===== config.mk =====
export PLATFORM = sky130hd
export DESIGN_NAME = alu_flat
export DESIGN_NICKNAME = d
export VERILOG_FILES = /design/src/rtl/alu_if.sv /design/src/rtl/alu.sv /design/src/flat_wrapper.sv
export SDC_FILE = /design/constraint.sdc
export NUM_CORES = 1
export LEC_CHECK = 0
export CAP_MARGIN = 20
export CORE_MARGIN = 2
export CORE_UTILIZATION = 48
export DETAILED_ROUTE_END_ITERATION = 10
export GPL_ROUTABILITY_DRIVEN = 0
export PLACE_DENSITY = 0.76
export REMOVE_ABC_BUFFERS = 1
export SKIP_CTS_REPAIR_TIMING = 1
export SLEW_MARGIN = 20
export SYNTH_ARGS = -nofsm -noshare
export SYNTH_HDL_FRONTEND = slang
export SYNTH_SLANG_ARGS = --single-unit
export TNS_END_PERCENT = 10

===== constraint.sdc =====
create_clock -name clk -period 2.4 [get_ports clk]
set_clock_uncertainty 0.15 [all_clocks]
set_input_delay 0.6 -clock clk [delete_from_list [all_inputs] [get_ports clk]]
set_output_delay 0.6 -clock clk [all_outputs]
set_load 0.05 [all_outputs]

===== src/rtl/alu_if.sv =====
// alu_if: operand/opcode request and registered result bundle for the ALU.
//   in1    WIDTH  operand A (sole operand for unary ops)
//   in2    WIDTH  operand B (ignored for unary ops)
//   select 3      opcode
//   result WIDTH  registered operation result
//   carry  1      registered carry/borrow/shift-out flag
//   zero   1      registered flag, 1 when result == 0
// master: the block issuing operations; slave: the ALU.
interface alu_if #(
    parameter int unsigned WIDTH = 8
) ();

    logic [WIDTH-1:0] in1;
    logic [WIDTH-1:0] in2;
    logic [2:0]       select;
    logic [WIDTH-1:0] result;
    logic             carry;
    logic             zero;

    modport master (
        output in1,
        output in2,
        output select,
        input  result,
        input  carry,
        input  zero
    );

    modport slave (
        input  in1,
        input  in2,
        input  select,
        output result,
        output carry,
        output zero
    );

endinterface


===== src/rtl/alu.sv =====
// alu: registered ALU with one-cycle latency. The opcode on bus.select
// picks one of eight arithmetic/logic/shift ops on bus.in1/bus.in2; the
// result, carry and zero flags are captured on the rising edge of clk.
//   clk  1      clock, all state updates on rising edge
//   rst  1      synchronous active-high reset (result=0, carry=0, zero=1)
//   bus  alu_if.slave  operands/opcode in, result/carry/zero out
module alu #(
    parameter int unsigned WIDTH = 8
) (
    input  logic  clk,
    input  logic  rst,
    alu_if.slave  bus
);

    localparam int unsigned EXT_W = WIDTH + 1;

    typedef enum logic [2:0] {
        OP_ADD  = 3'b000,
        OP_SUB  = 3'b001,
        OP_IDEN = 3'b010,
        OP_LS   = 3'b011,
        OP_RS   = 3'b100,
        OP_AND  = 3'b101,
        OP_NOT  = 3'b110,
        OP_OR   = 3'b111
    } op_e;

    op_e              op_c;
    logic [EXT_W-1:0] sum_c;
    logic [EXT_W-1:0] diff_c;
    logic [WIDTH-1:0] result_nxt_c;
    logic             carry_nxt_c;

    assign op_c = op_e'(bus.select);

    // One extra bit captures carry-out; for subtraction it goes high
    // exactly when the unsigned difference wraps (in1 < in2).
    assign sum_c  = EXT_W'(bus.in1) + EXT_W'(bus.in2);
    assign diff_c = EXT_W'(bus.in1) - EXT_W'(bus.in2);

    // Next result/carry; unary ops never reference in2.
    always_comb begin
        result_nxt_c = '0;
        carry_nxt_c  = 1'b0;
        case (op_c)
            OP_ADD: begin
                result_nxt_c = sum_c[WIDTH-1:0];
                carry_nxt_c  = sum_c[WIDTH];
            end
            OP_SUB: begin
                result_nxt_c = diff_c[WIDTH-1:0];
                carry_nxt_c  = diff_c[WIDTH];
            end
            OP_IDEN: begin
                result_nxt_c = bus.in1;
            end
            OP_LS: begin
                {carry_nxt_c, result_nxt_c} = {bus.in1, 1'b0};
            end
            OP_RS: begin
                {result_nxt_c, carry_nxt_c} = {1'b0, bus.in1};
            end
            OP_AND: begin
                result_nxt_c = bus.in1 & bus.in2;
            end
            OP_NOT: begin
                result_nxt_c = ~bus.in1;
            end
            OP_OR: begin
                result_nxt_c = bus.in1 | bus.in2;
            end
            default: begin
                result_nxt_c = '0;
                carry_nxt_c  = 1'b0;
            end
        endcase
    end

    // Output registers; reset wins over any opcode in flight.
    always_ff @(posedge clk) begin
        if (rst) begin
            bus.result <= '0;
            bus.carry  <= 1'b0;
            bus.zero   <= 1'b1;
        end else begin
            bus.result <= result_nxt_c;
            bus.carry  <= carry_nxt_c;
            bus.zero   <= (result_nxt_c == '0);
        end
    end

endmodule


===== src/flat_wrapper.sv =====
// flat-port wrapper written by rule: the top's interface ports become plain ports
module alu_flat 
#(
    parameter int unsigned WIDTH = 8
)
  (clk, rst, bus_in1, bus_in2, bus_select, bus_result, bus_carry, bus_zero);
  alu_if #(.WIDTH(WIDTH)) bus_i ();
  input  logic clk;
  input  logic rst;
  input wire logic [$bits(bus_i.in1)-1:0] bus_in1;
  input wire logic [$bits(bus_i.in2)-1:0] bus_in2;
  input wire logic [$bits(bus_i.select)-1:0] bus_select;
  output wire logic [$bits(bus_i.result)-1:0] bus_result;
  output wire logic [$bits(bus_i.carry)-1:0] bus_carry;
  output wire logic [$bits(bus_i.zero)-1:0] bus_zero;
  assign bus_i.in1 = bus_in1;
  assign bus_i.in2 = bus_in2;
  assign bus_i.select = bus_select;
  assign bus_result = bus_i.result;
  assign bus_carry = bus_i.carry;
  assign bus_zero = bus_i.zero;
  alu #(.WIDTH(WIDTH)) u_core (.clk(clk), .rst(rst), .bus(bus_i));
endmodule

### Word level (Yosys, flattened, before mapping)

Index checks and enable logic that the tools add are counted.
Widths: inputs -> output; s select.

* input bits: 21
* register bits after elaboration: 10
* output and inout bits: 10
* logic and storage cells: 19

* reduce and logical (&&, ||, !) cells: 2
* mux-type cells: 2
* equal/unequal tests: 7
* add/sub/neg operators: 2
* bitwise logic cells: 3

Operators by type and width (count)
* $pmux 8 s8: 1
* $eq 3x3->1 const B: 4
* $add 8x8->9: 1
* $sub 8x8->9: 1
* $and 8x8->8: 1
* $logic_not 8->1: 1
* $not 8->8: 1
* $or 8x8->8: 1
* $eq 3x2->1 const B: 2
* $pmux 1 s4: 1
* $eq 3x1->1 const B: 1
* $logic_not 3->1: 1

### Longest topological paths before layout

Gate-level depths: netlist (run 1).

* word-level depth: 3
* gate-level depth with buffers: 10
* mapped depth without buffers: 10

### Least setup slack after synthesis (run 1)

Ideal clock, no wire load.

* kind: input-to-reg
* start: input port bus_in1[0]
* end: register u_core.bus.zero
* setup slack: -175 ps
* setup time: 73 ps
* data arrival time: 2352 ps
* required time: 2177 ps
* path buffers: 0
* cell stages on the path: 10
* cells stage by stage: inv_1 > ha_1 > fa_1 > nor3_4 > nor3_2 > xnor2_1 > a211o_1 > a21oi_1 > a41oi_1 > nor3_2

* longest elaborated chain between the ends: 3
* elaborated cells on any way between the ends: 7
* those cells by class: 2 x add/sub; 1 x mux; 3 x bitwise; 1 x reduce/logical

Ends and longest elaborated chain
* start, declared: RTL line flat_wrapper.sv:10 `input wire logic [$bits(bus_i.in1)-1:0] bus_in1;`
* $sub 8x8->9 (tied with other cells): RTL line alu.sv:39 `assign diff_c = EXT_W'(bus.in1) - EXT_W'(bus.in2);`
* $pmux 8 s8 *: RTL line alu.sv:45 `case (op_c)`
* $logic_not 8->1 *: RTL line alu.sv:88 `bus.zero <= (result_nxt_c == '0);`
* end signal, assigned: RTL line alu.sv:88
* end, declared: RTL line alu_if.sv:35 `output zero`

Every way passes the cells marked *; elsewhere a longest branch is shown, timed or not.
A chain may end at the register's enable or synchronous reset.

### Final worst setup path (run 1)

* start: input port bus_select[2]
* end: register u_core.bus.zero

* longest elaborated chain between the ends: 3
* elaborated cells on any way between the ends: 10
* those cells by class: 7 x eq/ne; 1 x mux; 2 x reduce/logical

Ends and longest elaborated chain
* start, declared: RTL line flat_wrapper.sv:12 `input wire logic [$bits(bus_i.select)-1:0] bus_select;`
* $eq 3x3->1 (tied with other cells): RTL line alu.sv:45
* $pmux 8 s8 *: RTL line alu.sv:45
* $logic_not 8->1 *: RTL line alu.sv:88

Marks and branches as above.

==> summary.md, run 1 <==
| Metric | Value |
|---|---|
| Status | finished with violations |
| Failing checks | negative setup slack |
| Initial antenna violation count | 0 |
| PortBufs | 30 |
| Top cells by count, synth | inv_1 (25), ha_1 (24), nor2_1 (19) |
| Root buf cell | clkbuf_4 |
| CTS H-tree depth | 1 |
| Grt total ovfl | 0 |
| Mapped cell area | 1720 um2 |
| Metal3 WL | approximately 650 um |
| Synth Flop Type | dfxtp_1 |
| Crit. End Element | register |
| Drt initial violations | 205 |
| Netlist cell types | a little over 50 |
| Met1 WL | 2640 um |
| HP Class | primary input to register |
| Reg clk slew, reported paths | 0.06 ns |
| Number of flops mapped to enable cells by yosys | 0 |
| Final setup violation count | 3 |
| DRT Wirelength | around 6900 um |
| Post-synth top area cell | ha_1 |
| Tcrit/Tclk final | 1.08 |
| Num ports | 31 |
| Most common cell in the netlist | inv_1 |
| Cells after DPL | 354 |
| Ys Warns | 0 |
| Max-cap violations | 0 |
| Hold Path Depth | 4 |
| Cells after synthesis | 216 |
| Setup repair after global routing missed its margin | true |
| #FFs+latches synth | 10 |
| Clock network power share | 0.150 |
| Power share of the combinational group | 0.669 |
| Final Critical Period | approximately 2.6 ns |
| WP data required | 2.40 ns |
| Max Slew Vio Count | 0 |
| Clk buf depth | 2 |
| Post-DP HPWL | 4150 um |
| Utilization after layout | 0.860 |
| Number of global-route vias before repair | 1804 |
| Sw Share | 0.420 |
| Min-delay src | bus_in1[0] |
| # DRC | 0 |
| Worst Tran Pin Value | 0.559 ns |
| Met2 Wirelength | 3260 um |
| All-Layer GR Usage | 0.246 |
| Fill cells | approximately 180 |
| Int Pwr | 592 uW |
| Final #Nets | between 300 and 400 |
| Die area | 4080 um2 |
| Top cell type's share of synthesized area | 0.174 |
| Die H | 63.9 um |
| Largest net degree at the start of global routing | 13 |
| CP arrival | between 2 and 3 ns |
| First drt pass iteration count | 5 |
| Die W | around 64 um |
| CTS sink cnt | 10 |
| Final worst slack | -0.187 ns |
| First-pass GRT wire length | slightly above 8000 um |
| Pleak | between 0.001 and 0.0015 uW |
| Num CTS Buffers | 3 |
| Final ANT Viol Nets | 0 |
| Fmax | 387 MHz |
| Cell Pwr Density | between 300 and 400 nW/um2 |
| Layout Area Growth over Synthesis | 69.2% |
| Psw | about 430 uW |
| Worst Hold Margin | ~0.75 ns |
| Relative slew slack | 0.626 |
| Min-Delay Endpoint | u_core.bus.carry$_SDFF_PP0_ |
| Area of the multi-input gates | 1550 um2 |
| Register area share after synthesis | 0.116 |
| Core area | about 3400 um2 |
| Fraction of layout cells with a size suffix above 1 | 0.473 |
| FF/Latch Area | 200 um2 |
| Row count | 21 |
| Final hold violation count | 0 |
| Worst-path fanout max | 10 |
| Vias | roughly 2200 |
| Setup crit start kind | primary input |
| Worst vdd rail ir drop | roughly 0.15 mV |
| Area contributors post-synth | ha_1 (17%), dfxtp_1 (12%), inv_1 (5.4%) |
| Vias per cell | between 5 and 6 |
| Setup Crit Path Kind | primary input to register |
| Max layer used | met4 |
| Asr flop ratio synth | 0 |
| Final setup TNS | -0.317 ns |
| Seq pwr share | 0.182 |
| Antenna Cells | 0 |
| Starting density of the core | 0.508 |
| CTS tree | done |
| Mean area per synthesized cell | 7.98 um2 |
| Drt wl/cell | 18.9 um |
| Non-Filler Instances | 365 |
==> critical path, stage by stage <==
cell	delay (ns)
clkdlybuf4s50_1	0.53
buf_6	0.19
inv_1	0.07
buf_4	0.16
nor3_1	0.30
a21oi_1	0.14
o2bb2ai_2	0.17
a21oi_2	0.07
a221oi_4	0.27
nor3_2	0.08
==> cell type report <==
class                           instances  area share
Multi-Input combinational cell        166       0.532
Clock buffer                            4      0.0124
Sequential cell                        10      0.0687
Tap cell                               46      0.0197
Inverter                               27      0.0365
Timing Repair Buffer                  112       0.330
==> how the worst max path moves through the flow <==
stage                                             to  slack [ns]     startpoint
after detailed placement  u_core.bus.zero$_SDFF_PP1_       -0.84     bus_in1[0]
after global placement    u_core.bus.zero$_SDFF_PP1_       -0.80     bus_in1[0]
after global routing      u_core.bus.zero$_SDFF_PP1_       -0.21  bus_select[1]
after floorplan           u_core.bus.zero$_SDFF_PP1_       -0.18     bus_in1[0]
final                     u_core.bus.zero$_SDFF_PP1_       -0.19  bus_select[2]
after CTS                 u_core.bus.zero$_SDFF_PP1_       -0.58     bus_in1[0]
==> metal layers <==
metal / global-route usage / up-vias
met5: 0 / -
met4: 0.0679 / 0
met3: 0.0123 / 46
met2: 0.452 / 168
met1: 0.309 / 1000
li1: - / 971
==> sequential cells by signal, indices dropped and copies added, names as in the netlist <==
name	flops
u_core.bus.carry	1
u_core.bus.result	8
u_core.bus.zero	1
==> power by group through the flow <==
| stage | clock [uW] | combinational (uW) | sequential (uW) |
|---|---|---|---|
| CTS | 150 | 559 | 186 |
| global route | 159 | 714 | 187 |
| global placement | 0 | 545 | 190 |
| floorplan | 0 | 237 | 247 |
| detailed placement | 0 | 556 | 190 |
| finish | 153 | 683 | 186 |
==> layout by cell type (no fill, tap or decap), types with 3 or more instances in the layout <==
master / Yosys / final
nand3_1: 4 / 4
nor3_1: 4 / 4
clkdlybuf4s50_1: 0 / 16
a21oi_2: 1 / 7
buf_4: 3 / 77
buf_6: 4 / 6
a21oi_1: 17 / 10
nor2b_1: 5 / 3
inv_1: 25 / 12
inv_2: 2 / 14
o21ai_1: 4 / 4
ha_1: 24 / 13
nor3_4: 3 / 3
mux2i_1: 3 / 3
dlymetal6s2s_1: 0 / 9
nor3_2: 3 / 3
a311oi_2: 2 / 3
xnor2_1: 10 / 10
nand2_1: 11 / 10
a221oi_1: 4 / 4
a31oi_1: 3 / 3
dfxtp_1: 10 / 10
clkbuf_4: 0 / 3
o21ai_0: 4 / 4
a21o_1: 3 / 3
nand2b_1: 6 / 5
nor2_1: 19 / 19
ha_4: 0 / 9
==> cells by family after synthesis <==
family / Yosys count / synth area share
AOI/OAI and AO/OA: 64 / 0.292
and+or+nand+nor: 60 / 0.195
buffers and inverters: 40 / 0.115
adders and majority gates: 26 / 0.198
xor gates and xnor gates: 12 / 0.0610
DFF: 10 / 0.116
muxes: 4 / 0.0240
==> metrics by stage <==
step / worst slack [ns] / cell area (um2) / power (uW)
final: -0.187 / 2920 / 1020
after global routing: -0.207 / 2920 / 1060
after CTS: -0.581 / 2580 / 895
after detailed placement: -0.841 / 2550 / 746
after global placement: -0.801 / 2550 / 734
after floorplan: -0.175 / 1630 / 484
No activity file was read; power rests on OpenSTA's default activity.
==> run 2, diff against run 1 <==
Settings changed: CORE_UTILIZATION 48 to 54, PLACE_DENSITY 0.76 to 0.81.
Clock period 2.4 ns to 2.8 ns, I/O delays scaled along.
==> run 2 against run 1 <==
  * Power shrank 23%
  * Critical path depth did not move
  * Die area fell by 10%
  * The flow now finishes without violations
  * Via count down 4.1%
  * Sequential share of layout area is 0.69 points higher
  * Largest power group unchanged
==> summary.md, run 2 (same netlist as run 1, synthesis figures left out) <==
| Metric | Value |
|---|---|
| Status | finished, final reports clean |
| Largest net degree at the start of global routing | 13 |
| Clk buf depth | 2 |
| Worst-path fanout max | 7 |
| First-pass GRT wire length | just under 8000 um |
| HP Class | primary input to register |
| Met1 WL | 2220 um |
| Fraction of layout cells with a size suffix above 1 | 0.383 |
| Cell Pwr Density | 296 nW/um2 |
| Largest register FFs | 8 |
| Antenna Cells | 0 |
| CP startpoint | bus_in1[6] |
| Vias per cell | about 6.1 |
| Slowest stage delay, CP | 0.50 ns |
| Layout Cell Area excl Fill | 2650 um2 |
| Final setup violation count | 0 |
| CTS sink cnt | 10 |
| Setup repair after global routing missed its margin | true |
| Worst vdd rail ir drop | about 0.13 mV |
| CTS tree | done |
| Most frequent CP cell | a21oi_2 |
| Final #Nets | 347 |
| Setup crit start kind | primary input |
| Largest registers | u_core.bus.result x8, u_core.bus.carry x1, u_core.bus.zero x1 |
| DRT Wirelength | approximately 6000 um |
| FF/Latch Area | 200 um2 |
| Number of global-route vias before repair | 1838 |
| Top reg by flops | u_core.bus.result |
| Crit-path cells | clkdlybuf4s50_1 > inv_1 > ha_4 > nand4_1 > a21oi_2 > nor2_1 > a221o_1 > a21oi_2 > a41oi_2 > nor3_2 |
| Cells after DPL | 336 |
| First drt pass iteration count | 5 |
| Layout Area Growth over Synthesis | 53.7% |
| Final hold violation count | 0 |
| WP data required | 2.86 ns |
| Fmax | 365 MHz |
| Setup Crit Path Kind | primary input to register |
| Utilization after layout | 0.867 |
| Drt wl/cell | 17.3 um |
| Initial antenna violation count | 0 |
| Drt initial violations | 303 |
| Metal3 WL | 549 um |
| Met2 Wirelength | 2820 um |
| Non-Filler Instances | 342 |
| PortBufs | 30 |
| Buf+Inv Stages, Crit Path | 2 |
| Vias | roughly 2100 |
| Die W | 60.5 um |
| CP arrival | 2.79 ns |
| Crit. End Element | register |
| Relative slew slack | 0.663 |
| Post-DP HPWL | 4180 um |
| CTS H-tree depth | 1 |
| WP depth | 10 |
| Die H | about 60 um |
| Starting density of the core | 0.564 |
| Area of the multi-input gates | about 1500 um2 |
| Row count | 20 |
| Num ports | 31 |
| Num CTS Buffers | 3 |
| Final ANT Viol Nets | 0 |
| Fill cells | ~160 |
| Reg clk slew, reported paths | 0.06 ns |
| Commonest non-fill, non-tap cell in the layout | buf_4 |
| Max stage delay cell, worst path | clkdlybuf4s50_1 |
| Root buf cell | clkbuf_4 |
| Worst Tran Pin Value | 0.503 ns |
| CP endpoint | u_core.bus.zero$_SDFF_PP1_ |
| Pleak | 0.00124 uW |
| Core area | 3050 um2 |
| Max-cap violations | 0 |
| Final Critical Period | 2.74 ns |
| Area after DPL | 2440 um2 |
| Max Slew Vio Count | 0 |
| # DRC | 0 |
| Cell family with most CP delay | compound AO/OA/AOI/OAI gates |
| Tcrit/Tclk final | 0.977 |
| Max layer used | met4 |
| Die area | 3660 um2 |
| Grt total ovfl | 0 |
| All-Layer GR Usage | 0.280 |
| Leading cell types in the layout, fill and taps excluded | buf_4 (61), clkdlybuf4s50_1 (20), nor2_1 (19) |
-- run 2: cell count changes in the layout (fill, tap and decap cells not counted), sizes merged --
cell / delta
buf: -23
clkdlybuf4s50: +4
clkbuf: -3
dlymetal6s2s: +1
-- run 2: how the worst min path moves through the flow --
stage / startpoint / endpoint / slack (ns) / depth (start not counted)
after floorplan: rst / u_core.bus.carry$_SDFF_PP0_ / 0.62 / 1
after global placement: rst / u_core.bus.result[1]$_SDFF_PP0_ / 1.34 / 2
after detailed placement: rst / u_core.bus.result[1]$_SDFF_PP0_ / 1.35 / 2
after CTS: rst / u_core.bus.result[1]$_SDFF_PP0_ / 1.08 / 2
after global routing: bus_in1[1] / u_core.bus.result[0]$_SDFF_PP0_ / 0.83 / 4
final: bus_in1[1] / u_core.bus.result[0]$_SDFF_PP0_ / 0.81 / 4
-- run 2: where the power goes --
part / internal [uW] / switching, uW
sequential: 156 / 3.42
clock: 49.8 / 50.1
combinational: 241 / 284
-- run 2: area by class of cell --
class | count | area share
clock buffers | 3 | 0.00851
flip-flops and latches | 10 | 0.0756
repair buffers | 92 | 0.303
well taps | 44 | 0.0208
inverters | 27 | 0.0383
multi-input cells | 166 | 0.553
-- run 2: per-stage QoR --
stage | power [uW] | hold WS [ns] | worst slack [ns] | setup TNS [ns]
after floorplan | 415 | 0.618 | 0.125 | 0
after detailed placement | 623 | 1.35 | -0.558 | -3.43
after CTS | 717 | 1.08 | -0.325 | -1.26
after global routing | 818 | 0.828 | -0.0404 | -0.0404
final | 784 | 0.815 | 0.0640 | 0
after global placement | 610 | 1.34 | -0.531 | -3.02
-- run 2: metal layers --
| layer | up-vias | track usage |
|---|---|---|
| met1 | 969 | 0.343 |
| met2 | 157 | 0.509 |
| met3 | 44 | 0.00640 |
| met4 | 0 | 0.127 |
| met5 | - | 0 |
| li1 | 925 | - |
